===== src/rtl/serial2parallel_if.sv =====
// Parallel-side handshake of the serial-to-parallel receiver: head-of-FIFO word,
// its valid flag and the consumer's ready.
`ifndef DATAPATH_WIDTH
`define DATAPATH_WIDTH 8
`endif

interface serial2parallel_if #(
    parameter int DATA_WIDTH = `DATAPATH_WIDTH
);
    logic [DATA_WIDTH-1:0] par_data;
    logic                  par_valid;
    logic                  par_ready;

    modport master (
        output par_data,
        output par_valid,
        input  par_ready
    );

    modport slave (
        input  par_data,
        input  par_valid,
        output par_ready
    );
endinterface


===== src/rtl/serial2parallel.sv =====
// Recovers MSB-first words from a serial line using an external align pulse,
// buffering completed words in a 2-entry FIFO with a valid/ready handshake.
`ifndef DATAPATH_WIDTH
`define DATAPATH_WIDTH 8
`endif

module serial2parallel #(
    parameter  int DATA_WIDTH = `DATAPATH_WIDTH,
    localparam int CNT_WIDTH  = (DATA_WIDTH > 1) ? $clog2(DATA_WIDTH) : 1
) (
    input  logic                    serial_clk,
    input  logic                    rstn,
    input  logic                    serial_data,
    input  logic                    rx_en,
    input  logic                    align,
    input  logic                    clr_err,
    serial2parallel_if.master       par,
    output logic                    overrun,
    output logic                    align_err,
    output logic                    busy
);

    typedef enum logic {
        IDLE  = 1'b0,
        SHIFT = 1'b1
    } state_t;

    localparam logic [CNT_WIDTH-1:0] CNT_LAST = CNT_WIDTH'(DATA_WIDTH - 1);
    localparam logic [CNT_WIDTH-1:0] CNT_ONE  = CNT_WIDTH'(1);

    state_t                state_q, state_d;
    logic [CNT_WIDTH-1:0]  cnt_q, cnt_d;
    logic [DATA_WIDTH-1:0] shreg_q, shreg_d;
    logic [DATA_WIDTH-1:0] mem_q [2];
    logic [DATA_WIDTH-1:0] mem_d [2];
    logic                  rd_ptr_q, rd_ptr_d;
    logic                  wr_ptr_q, wr_ptr_d;
    logic [1:0]            count_q, count_d;
    logic                  overrun_q, overrun_d;
    logic                  align_err_q, align_err_d;

    logic [DATA_WIDTH-1:0] shifted;
    logic [DATA_WIDTH-1:0] restart;
    logic [DATA_WIDTH-1:0] push_word;
    logic                  push;
    logic                  aerr_set;
    logic                  pop;
    logic                  full;
    logic                  do_push;
    logic                  ovr_set;

    assign shifted = {shreg_q[DATA_WIDTH-2:0], serial_data};
    assign restart = {{(DATA_WIDTH-1){1'b0}}, serial_data};

    always_comb begin
        state_d   = state_q;
        cnt_d     = cnt_q;
        shreg_d   = shreg_q;
        push      = 1'b0;
        push_word = shifted;
        aerr_set  = 1'b0;
        unique case (state_q)
            IDLE: begin
                if (rx_en && align) begin
                    shreg_d = restart;
                    cnt_d   = CNT_ONE;
                    state_d = SHIFT;
                end
            end
            SHIFT: begin
                if (!rx_en) begin
                    cnt_d   = '0;
                    state_d = IDLE;
                end else if (align) begin
                    // An align on a word boundary (counter wrapped) is a normal restart.
                    aerr_set = (cnt_q != '0);
                    shreg_d  = restart;
                    cnt_d    = CNT_ONE;
                end else begin
                    shreg_d = shifted;
                    if (cnt_q == CNT_LAST) begin
                        push  = 1'b1;
                        cnt_d = '0;
                    end else begin
                        cnt_d = cnt_q + CNT_ONE;
                    end
                end
            end
            default: state_d = IDLE;
        endcase
    end

    always_comb begin
        pop      = (count_q != 2'd0) && par.par_ready;
        full     = (count_q == 2'd2);
        // When full, a simultaneous pop frees the slot that wr_ptr points at.
        do_push  = push && (!full || pop);
        ovr_set  = push && full && !pop;
        mem_d    = mem_q;
        if (do_push) begin
            mem_d[wr_ptr_q] = push_word;
        end
        wr_ptr_d = wr_ptr_q ^ do_push;
        rd_ptr_d = rd_ptr_q ^ pop;
        count_d  = count_q;
        if (do_push && !pop) begin
            count_d = count_q + 2'd1;
        end else if (!do_push && pop) begin
            count_d = count_q - 2'd1;
        end
        overrun_d   = (overrun_q   && !clr_err) || ovr_set;
        align_err_d = (align_err_q && !clr_err) || aerr_set;
    end

    always_ff @(posedge serial_clk) begin
        if (!rstn) begin
            state_q     <= IDLE;
            cnt_q       <= '0;
            shreg_q     <= '0;
            mem_q[0]    <= '0;
            mem_q[1]    <= '0;
            rd_ptr_q    <= 1'b0;
            wr_ptr_q    <= 1'b0;
            count_q     <= 2'd0;
            overrun_q   <= 1'b0;
            align_err_q <= 1'b0;
        end else begin
            state_q     <= state_d;
            cnt_q       <= cnt_d;
            shreg_q     <= shreg_d;
            mem_q       <= mem_d;
            rd_ptr_q    <= rd_ptr_d;
            wr_ptr_q    <= wr_ptr_d;
            count_q     <= count_d;
            overrun_q   <= overrun_d;
            align_err_q <= align_err_d;
        end
    end

    assign par.par_data  = mem_q[rd_ptr_q];
    assign par.par_valid = (count_q != 2'd0);
    assign overrun       = overrun_q;
    assign align_err     = align_err_q;
    assign busy          = (state_q == SHIFT);

endmodule


===== src/flat_wrapper.sv =====
// flat-port wrapper written by rule: the top's interface ports become plain ports
module serial2parallel_flat 
#(
    parameter  int DATA_WIDTH = `DATAPATH_WIDTH,
    localparam int CNT_WIDTH  = (DATA_WIDTH > 1) ? $clog2(DATA_WIDTH) : 1
)
  (serial_clk, rstn, serial_data, rx_en, align, clr_err, overrun, align_err, busy, par_par_data, par_par_valid, par_par_ready);
  serial2parallel_if #(.DATA_WIDTH(DATA_WIDTH)) par_i ();
  input  logic serial_clk;
  input  logic rstn;
  input  logic serial_data;
  input  logic rx_en;
  input  logic align;
  input  logic clr_err;
  output logic overrun;
  output logic align_err;
  output logic busy;
  output wire logic [$bits(par_i.par_data)-1:0] par_par_data;
  output wire logic [$bits(par_i.par_valid)-1:0] par_par_valid;
  input wire logic [$bits(par_i.par_ready)-1:0] par_par_ready;
  assign par_par_data = par_i.par_data;
  assign par_par_valid = par_i.par_valid;
  assign par_i.par_ready = par_par_ready;
  serial2parallel #(.DATA_WIDTH(DATA_WIDTH)) u_core (.serial_clk(serial_clk), .rstn(rstn), .serial_data(serial_data), .rx_en(rx_en), .align(align), .clr_err(clr_err), .par(par_i), .overrun(overrun), .align_err(align_err), .busy(busy));
endmodule

===== config.mk =====
export PLATFORM = sky130hd
export DESIGN_NAME = serial2parallel_flat
export DESIGN_NICKNAME = d
export VERILOG_FILES = /design/src/rtl/serial2parallel_if.sv /design/src/rtl/serial2parallel.sv /design/src/flat_wrapper.sv
export SDC_FILE = /design/constraint.sdc
export NUM_CORES = 1
export LEC_CHECK = 0
export CAP_MARGIN = 25
export CORE_MARGIN = 4
export CORE_UTILIZATION = 50
export DETAILED_ROUTE_END_ITERATION = 10
export GPL_TIMING_DRIVEN = 0
export PLACE_DENSITY = 0.84
export SETUP_SLACK_MARGIN = 0.4
export SLEW_MARGIN = 20
export SYNTH_ARGS = -nofsm -noshare
export SYNTH_HDL_FRONTEND = slang
export SYNTH_SLANG_ARGS = --single-unit

===== constraint.sdc =====
create_clock -name serial_clk -period 5.4 [get_ports serial_clk]
set_input_delay 1.08 -clock serial_clk [delete_from_list [all_inputs] [get_ports serial_clk]]
set_output_delay 1.08 -clock serial_clk [all_outputs]
set_load 0.01 [all_outputs]

Word-level counts from Yosys, hierarchy flattened
Index checks and enable logic that the tools add are counted.

Output and inout port bits: 12. Flip-flop bits (word level): 33. Logic and storage cells: 73.

$add $sub $neg: 3. Eq/ne operators: 4. Bitwise gates (word level): 5. Reductions and logical operators: 21. Multiplexer cells: 27. Order comparisons: 3.

Operators by type and width (number): 8-bit two-way mux (4); 7-bit two-way mux (3); 16-bit bitwise mux (1); 7-bit one-hot mux with 2 select lines (1); 3-bit two-way mux (4); 1-bit logical AND (10); 1-bit two-way mux (9); 8-bit demux with 1-bit select (1); 3-bit one-hot mux with 2 select lines (1); 2-bit >= comparator, second input constant (2); 1-bit logical NOT (4); 2-bit two-way mux (2); 1-bit inverter with 2-bit output (2); 2-bit nonzero test (2); 3-bit by 1-bit adder with 3-bit output, second input constant (1); 3-bit equality test, second input constant (1); 1-bit logical OR (3); 3-bit nonzero test (1); 2-bit by 1-bit adder with 2-bit output, second input constant (1); 2-bit equality test, second input constant (1); 2-bit by 1-bit < comparator with 1-bit output, second input constant (1); 2-bit by 1-bit inequality test with 1-bit output, second input constant (1); 2-bit inequality test, second input constant (1); 1-bit one-hot mux with 2 select lines (1); 4 further kinds (5).

Logic depth before layout (Yosys ltp)
Gate-level depths: netlist of run 1.

Word-level depth: 10. Depth in mapped cells: 8. Mapped depth without buffers: 8.

Least setup slack after synthesis of run 1
Ideal clock, no wire load.

Path type: input port to flip-flop. Start: in align. End: reg u_core.count_q[1]. Stages: 7. Arrival: 2.397 ns. Setup time: 0.070 ns. Path buffers: 1. Path slack: 2.933 ns. Path through: and3b_1 -> buf_6 -> nand2_1 -> a21oi_1 -> ha_1 -> or3_1 -> a21oi_1.

Cells in the longest elaborated chain, start to end: 7.

RTL lines: start: declaration (line flat_wrapper.sv:13) `input logic align;`; 1-bit two-way mux * (line serial2parallel.sv:74) `end else if (align) begin`; 1-bit two-way mux * (line serial2parallel.sv:71) `if (!rx_en) begin`; 1-bit two-way mux * (line serial2parallel.sv:62) `unique case (state_q)`; 1-bit logical AND * (line serial2parallel.sv:97) `do_push = push && (!full || pop);`; 1-bit logical NOT (line serial2parallel.sv:108) `end else if (!do_push && pop) begin`; 1-bit logical AND (line serial2parallel.sv:108); 2-bit nonzero test (no line); end signal: assignment (line serial2parallel.sv:134) `count_q <= count_d;`; end: declaration (line serial2parallel.sv:38) `logic [1:0] count_q, count_d;`.

Every way passes the cells marked *; elsewhere a longest branch is shown, timed or not. A chain may end at the register's enable or synchronous reset.

Final worst setup path of run 1
Start: in rx_en. End: reg u_core.count_q[1].

Cells in the longest elaborated chain, start to end: 6.

RTL lines: start: declaration (line flat_wrapper.sv:12) `input logic rx_en;`; 1-bit two-way mux * (line serial2parallel.sv:71); 1-bit two-way mux * (line serial2parallel.sv:62); 1-bit logical AND * (line serial2parallel.sv:97); 1-bit logical NOT (line serial2parallel.sv:108); 1-bit logical AND (line serial2parallel.sv:108); 2-bit nonzero test (no line).

Marked as above.

==> results of run 1 <==
==> registers in the layout (all words and copies together) (netlist names) <==
register,count
u_core.rd_ptr_q,1
u_core.shreg_q,7
u_core.busy,1
u_core.overrun,1
u_core.align_err,1
u_core.count_q,2
u_core.mem_q,16
u_core.cnt_q,3
u_core.wr_ptr_q,1
==> worst min-delay path: stages (launching register included) <==
cell and delay, ns:
dfxtp_1 0.32, nand2b_1 0.06, a21oi_1 0.06
==> cells in the final DEF (no fill, tap or decap), types with 2 or more instances in the layout <==
| cell | n |
|---|---|
| xor2_1 | 3 |
| a22oi_1 | 7 |
| a21oi_1 | 6 |
| mux2i_1 | 17 |
| buf_2 | 3 |
| clkdlybuf4s50_1 | 18 |
| clkbuf_8 | 2 |
| buf_1 | 3 |
| dfxtp_1 | 33 |
| clkbuf_4 | 5 |
| nor2_1 | 30 |
| mux2_2 | 8 |
| nand2b_1 | 3 |
| o21ai_0 | 3 |
| ha_1 | 6 |
| inv_1 | 6 |
==> cells by family after synthesis <==
family	Yosys count	share of synthesized area, %
AO/OA/AOI/OAI	19	9.00
XOR/XNOR	3	1.91
adder cells (fa/ha/maj)	6	5.45
buffers and inverters	13	4.36
flip-flops	33	48.0
multiplexers	25	18.9
AND/OR/NAND/NOR	39	12.4
==> per-stage QoR <==
step	std cells	power [W]	instance area (sq um)	worst slack [ns]
floorplan	138	0.000261	1380	2.93
global placement	186	0.000269	1590	2.31
detailed placement	186	0.000270	1590	2.21
CTS	194	0.000427	1660	2.57
global route	194	0.000442	1660	2.39
finish	194	0.000421	1660	2.55
==> layout make-up <==
type,instances,area [sq um],area share [%]
buffer,7,37.5,2.26
clock buffer,7,65.1,3.91
clock inverter,1,5.00,0.301
inverter,6,22.5,1.35
multi-input combinational,92,656,39.4
sequential,33,661,39.7
tap,30,37.5,2.26
timing repair buffer,18,180,10.8
==> worst max-delay path by stage <==
| stage | slack, ns | from | end | cells after the start |
|---|---|---|---|---|
| final | 2.55 | rx_en | u_core.count_q[1] | 8 |
| after global routing | 2.39 | rx_en | u_core.mem_q[1] | 9 |
| after CTS | 2.57 | u_core.rd_ptr_q | par_par_data[1] | 3 |
| after detailed placement | 2.21 | rx_en | u_core.mem_q[1] | 9 |
| after global placement | 2.31 | align | u_core.mem_q[15] | 9 |
| after floorplan | 2.93 | align | u_core.count_q[1] | 7 |
==> layer usage <==
| layer | vias up | wire, microns | GRT usage, % |
|---|---|---|---|
| met3 | 8 | 132 | 4.47 |
| li1 | 522 | - | - |
| met1 | 485 | 1160 | 19.8 |
| met5 | - | 0 | 0 |
| met4 | 0 | 63 | 9.29 |
| met2 | 26 | 1350 | 31.9 |
==> power by group <==
| part | leakage, nW | switching, W | internal, W | total (W) |
|---|---|---|---|---|
| Clock | 0.0413 | 0.0000809 | 0.0000754 | 0.000156 |
| Combinational | 0.335 | 0.00000995 | 0.00000805 | 0.0000180 |
| Sequential | 0.266 | 0.00000177 | 0.000245 | 0.000246 |
==> results.toml, run 1 <==
[run_status]
status = "finished, final reports clean"

[floorplanning]
dieHeight_microns = 60.5
pin_count = 19
num_rows = 18
initial_core_util_pct = 54.1
coreArea_sq_mm = 0.00254
die_x_microns = 60.5
dieArea_sq_mm = 0.00366

[clock_network]
htreeDepth = 2
cts_buffer_depth = 2
insertion_delay_ns = 0.33
cts_buffers = 5
root_buffer = "clkbuf_4"
clkTransAtPathRegs_ns = 0.09
cts_resized = 0
cts_sinks = 33
cts.hold.buffers_added = 0
cts_tree = "built"
cts_setup_buffers = 0

[timing]
finalCritPeriodShare_pct = 52.7
fin_tns_setup_ns = 0
finalClockSkew_ns = 0.00493
slew_violations = 0
final-hold-violation-count = 0
tightest_slew_ns = 0.504
setup_viol = 0
relSlewSlack_pct = 66.4
period_needed_ns = 2.85
hold_ws_ns = 0.477
timing.fmax_ghz = 0.351
rsz0062_at_grt = "false"

[synth]
syn-num-nets = 151
netlist_top_cells_count = "dfxtp_1, nor2_1, mux2i_1, mux2_2, a22oi_1"
synth.most_common_cell = "dfxtp_1"
synthCells = 138
synth-edff-count = 0
yosysTopAreaCell = "dfxtp_1"
async_flop_share_pct = 0
netlist_top_cells_area = "dfxtp_1, mux2i_1, nor2_1, mux2_2, ha_1"
synth-seq-cells = 33
syn_avg_cell_area_sq_um = 9.97
synth_seq_area_share_pct = 48.0
netlist_area_sq_mm = 0.00138
synthFlopType = "dfxtp_1"
yosysWarningCount = 0
yosysTopAreaCellShare_pct = 48.0
yosysUniqueCellTypes = 23

[detailed_routing]
dr_total_vias = 1041
drt-total-wl_microns = 2710
dr.first_iter.drc_count = 22
antenna_left = 0
avgRoutedWirePerCell_microns = 13.9
drt_pass1_iterations = 4
vias_per_cell = 5.37
drc = 0

[critical_path]
critPathBufInv = 2
cp-start-kind = "input pin"
worstPathArrival_ns = 3.11
worstReg2RegEnd = "u_core.count_q[1]"
cp_max_fo = 10
critical_path_class = "input pin to register"
crit_required_ns = 5.67
endpoint_kind = "register"
worstPathCellList = "clkdlybuf4s50_1, and3b_1, buf_6, nand2_1, a21oi_1, ha_1, or3_1, a21oi_1"
crit_family = "buffers and inverters"
reg2regPathDepth = 7
crit_top_cell = "a21oi_1"
ff2ff_setup_slack_ns = 3.39
rr_startpoint = "u_core.busy"
crit_slowest_cell = "clkdlybuf4s50_1"
crit_path_max_incr_delay_ns = 0.55

[layout]
final_util_pct = 65.4
drive_above_1_share_pct = 13.4
fin_nets = 176
fillCellCount = 228
syn_to_final_growth_pct = 20.9
antenna_cells = 0

[worst_hold_path]
hold_depth = 2
min_from = "u_core.overrun"
hold_class = "register to register"
holdPathEnd = "u_core.overrun"

[global_routing]
grt_max_degree = 11
antenna_found_initial = 0
grt_use_total_pct = 18.0
grt_pass1_vias = 1109
grt_pass1_wl_microns = 4770
overflow = 0

[power_and_ir_drop]
p_leak_nw = 0.642
peakVddDrop_v = 0.000202
powerDensity_mw_per_mm2 = 253

[flow_run]
cap_violations = 0

[placed_design]
place.gp.congestion = 0.794
portBuffers = 18
hpwl_microns = 1960
Note: power is estimated with default switching activity, not from simulation.
==> inputs of run 2 (changes only) <==
Clock period 5.4 ns to 2.9 ns, I/O delays scaled along.
==> run 2 against run 1 <==
Against the previous run: worst hold slack is essentially flat; combinational power up 87%; critical endpoint is now par_par_data[1]; core utilization increased by 0.15 points; sequential share of layout area shrank 0.089 points; critical path depth fell by 5.
==> results.toml, run 2 (synthesis results as in run 1) <==
[run_status]
status = "finished, final reports clean"

[layout]
stdcell_area_sq_mm = 0.00167
syn_to_final_growth_pct = 21.2
fin_nets = 176
final_common_cell = "dfxtp_1"
largest-register = "u_core.mem_q"
final_cell_mix = "dfxtp_1, nor2_1, clkdlybuf4s50_1"
fillCellCount = 229
drive_above_1_share_pct = 14.0
final_util_pct = 65.5
largest_register_ffs = 16
reg.largest.list = "u_core.mem_q x16, u_core.shreg_q x7, u_core.cnt_q x3"
antenna_cells = 0

[floorplanning]
die_x_microns = 60.5
coreArea_sq_mm = 0.00254
num_rows = 18
dieArea_sq_mm = 0.00366
pin_count = 19
dieHeight_microns = 60.5
initial_core_util_pct = 54.1

[critical_path]
rr_startpoint = "u_core.busy"
worstPathCellList = "buf_2, mux2_2, clkdlybuf4s50_1"
critical_path_class = "register to primary output"
worstReg2RegEnd = "u_core.mem_q[1]"
cp_max_fo = 9
ff2ff_setup_slack_ns = 0.98
reg2regPathDepth = 8
crit_slowest_cell = "clkdlybuf4s50_1"
crit_required_ns = 2.32
worstPathArrival_ns = 1.73
crit_path_max_incr_delay_ns = 0.48
endpoint_kind = "primary output"
cp-start-kind = "register"

[clock_network]
cts_setup_buffers = 0
cts_buffers = 5
cts_tree = "built"
htreeDepth = 2
cts_resized = 0
insertion_delay_ns = 0.33
cts_buffer_depth = 2
cts.hold.buffers_added = 0
cts_sinks = 33
clkTransAtPathRegs_ns = 0.09
root_buffer = "clkbuf_4"

[power_and_ir_drop]
finalPower_w = 0.000784
powerDensity_mw_per_mm2 = 470
p_leak_nw = 0.642
peakVddDrop_v = 0.000376

[timing]
fin_tns_setup_ns = 0
timing.fmax_ghz = 0.432
rsz0062_at_grt = "false"
relSlewSlack_pct = 66.0
setup_viol = 0
slew_violations = 0
finalClockSkew_ns = 0.00388
period_needed_ns = 2.31
final-hold-violation-count = 0
tightest_slew_ns = 0.510
finalCritPeriodShare_pct = 79.8

[global_routing]
overflow = 0
grt_max_degree = 11
grt_use_total_pct = 18.0
grt_pass1_vias = 1109
grtUsageMet1_pct = 19.8
use_met2_pct = 31.9
top_usage_layer = "met2"
grtUsageMet3_pct = 4.47
grt_pass1_wl_microns = 4770
antenna_found_initial = 0

[detailed_routing]
dr_total_vias = 1049
vias_per_cell = 5.41
drc = 0
avgRoutedWirePerCell_microns = 14.1
drt-total-wl_microns = 2730
drt_pass1_iterations = 6
antenna_left = 0
dr.first_iter.drc_count = 28

[placed_design]
placed_area_sq_mm = 0.00159
portBuffers = 18
place.gp.congestion = 0.794
hpwl_microns = 1960

[worst_hold_path]
min_from = "u_core.overrun"
hold_depth = 2
holdPathEnd = "u_core.overrun"
hold_class = "register to register"

[flow_run]
cap_violations = 0
## run 2: how the worst max path moves through the flow
| stage | startpoint | slack (ns) | depth (start not counted) | to |
|---|---|---|---|---|
| floorplan | align | 0.93 | 7 | u_core.count_q[1] |
| global placement | align | 0.31 | 9 | u_core.mem_q[15] |
| detailed placement | rx_en | 0.21 | 9 | u_core.mem_q[1] |
| CTS | u_core.rd_ptr_q | 0.57 | 3 | par_par_data[1] |
| global route | rx_en | 0.50 | 9 | u_core.mem_q[1] |
| finish | u_core.rd_ptr_q | 0.59 | 3 | par_par_data[1] |
## run 2: routing by layer
| layer | vias up | routed length, microns |
|---|---|---|
| met5 | - | 0 |
| met4 | 0 | 63 |
| met3 | 8 | 165 |
| met2 | 31 | 1350 |
| met1 | 490 | 1150 |
| li1 | 520 | - |
## run 2: worst max-delay path: cells and delay by family, from the launching register on
kind | cells | cell delay (ns)
buf+inv | 2 | 0.72
flops | 1 | 0.31
mux | 1 | 0.37
## run 2: final cells by class
class                           count  area (sq um)  area share [%]
Sequential cell                    33           661            39.6
Multi-Input combinational cell     92           659            39.5
Timing Repair Buffer               18           180            10.8
Clock buffer                        7          65.1            3.90
Buffer                              7          37.5            2.25
Tap cell                           30          37.5            2.25
Inverter                            6          22.5            1.35
Clock inverter                      1          5.00           0.300
## run 2: power breakdown
group,total (W),switching (W),internal (W)
clock network,0.000292,0.000151,0.000140
registers,0.000459,0.00000328,0.000456
logic,0.0000337,0.0000188,0.0000150
total,0.000784,0.000173,0.000611
## run 2: metrics by stage
step                      cells  setup WS [ns]  hold slack, ns
after global routing        194          0.504           0.504
after global placement      186          0.309           0.456
after detailed placement    186          0.209           0.465
after CTS                   194          0.571           0.481
final                       194          0.587           0.477
after floorplan             138          0.933           0.454
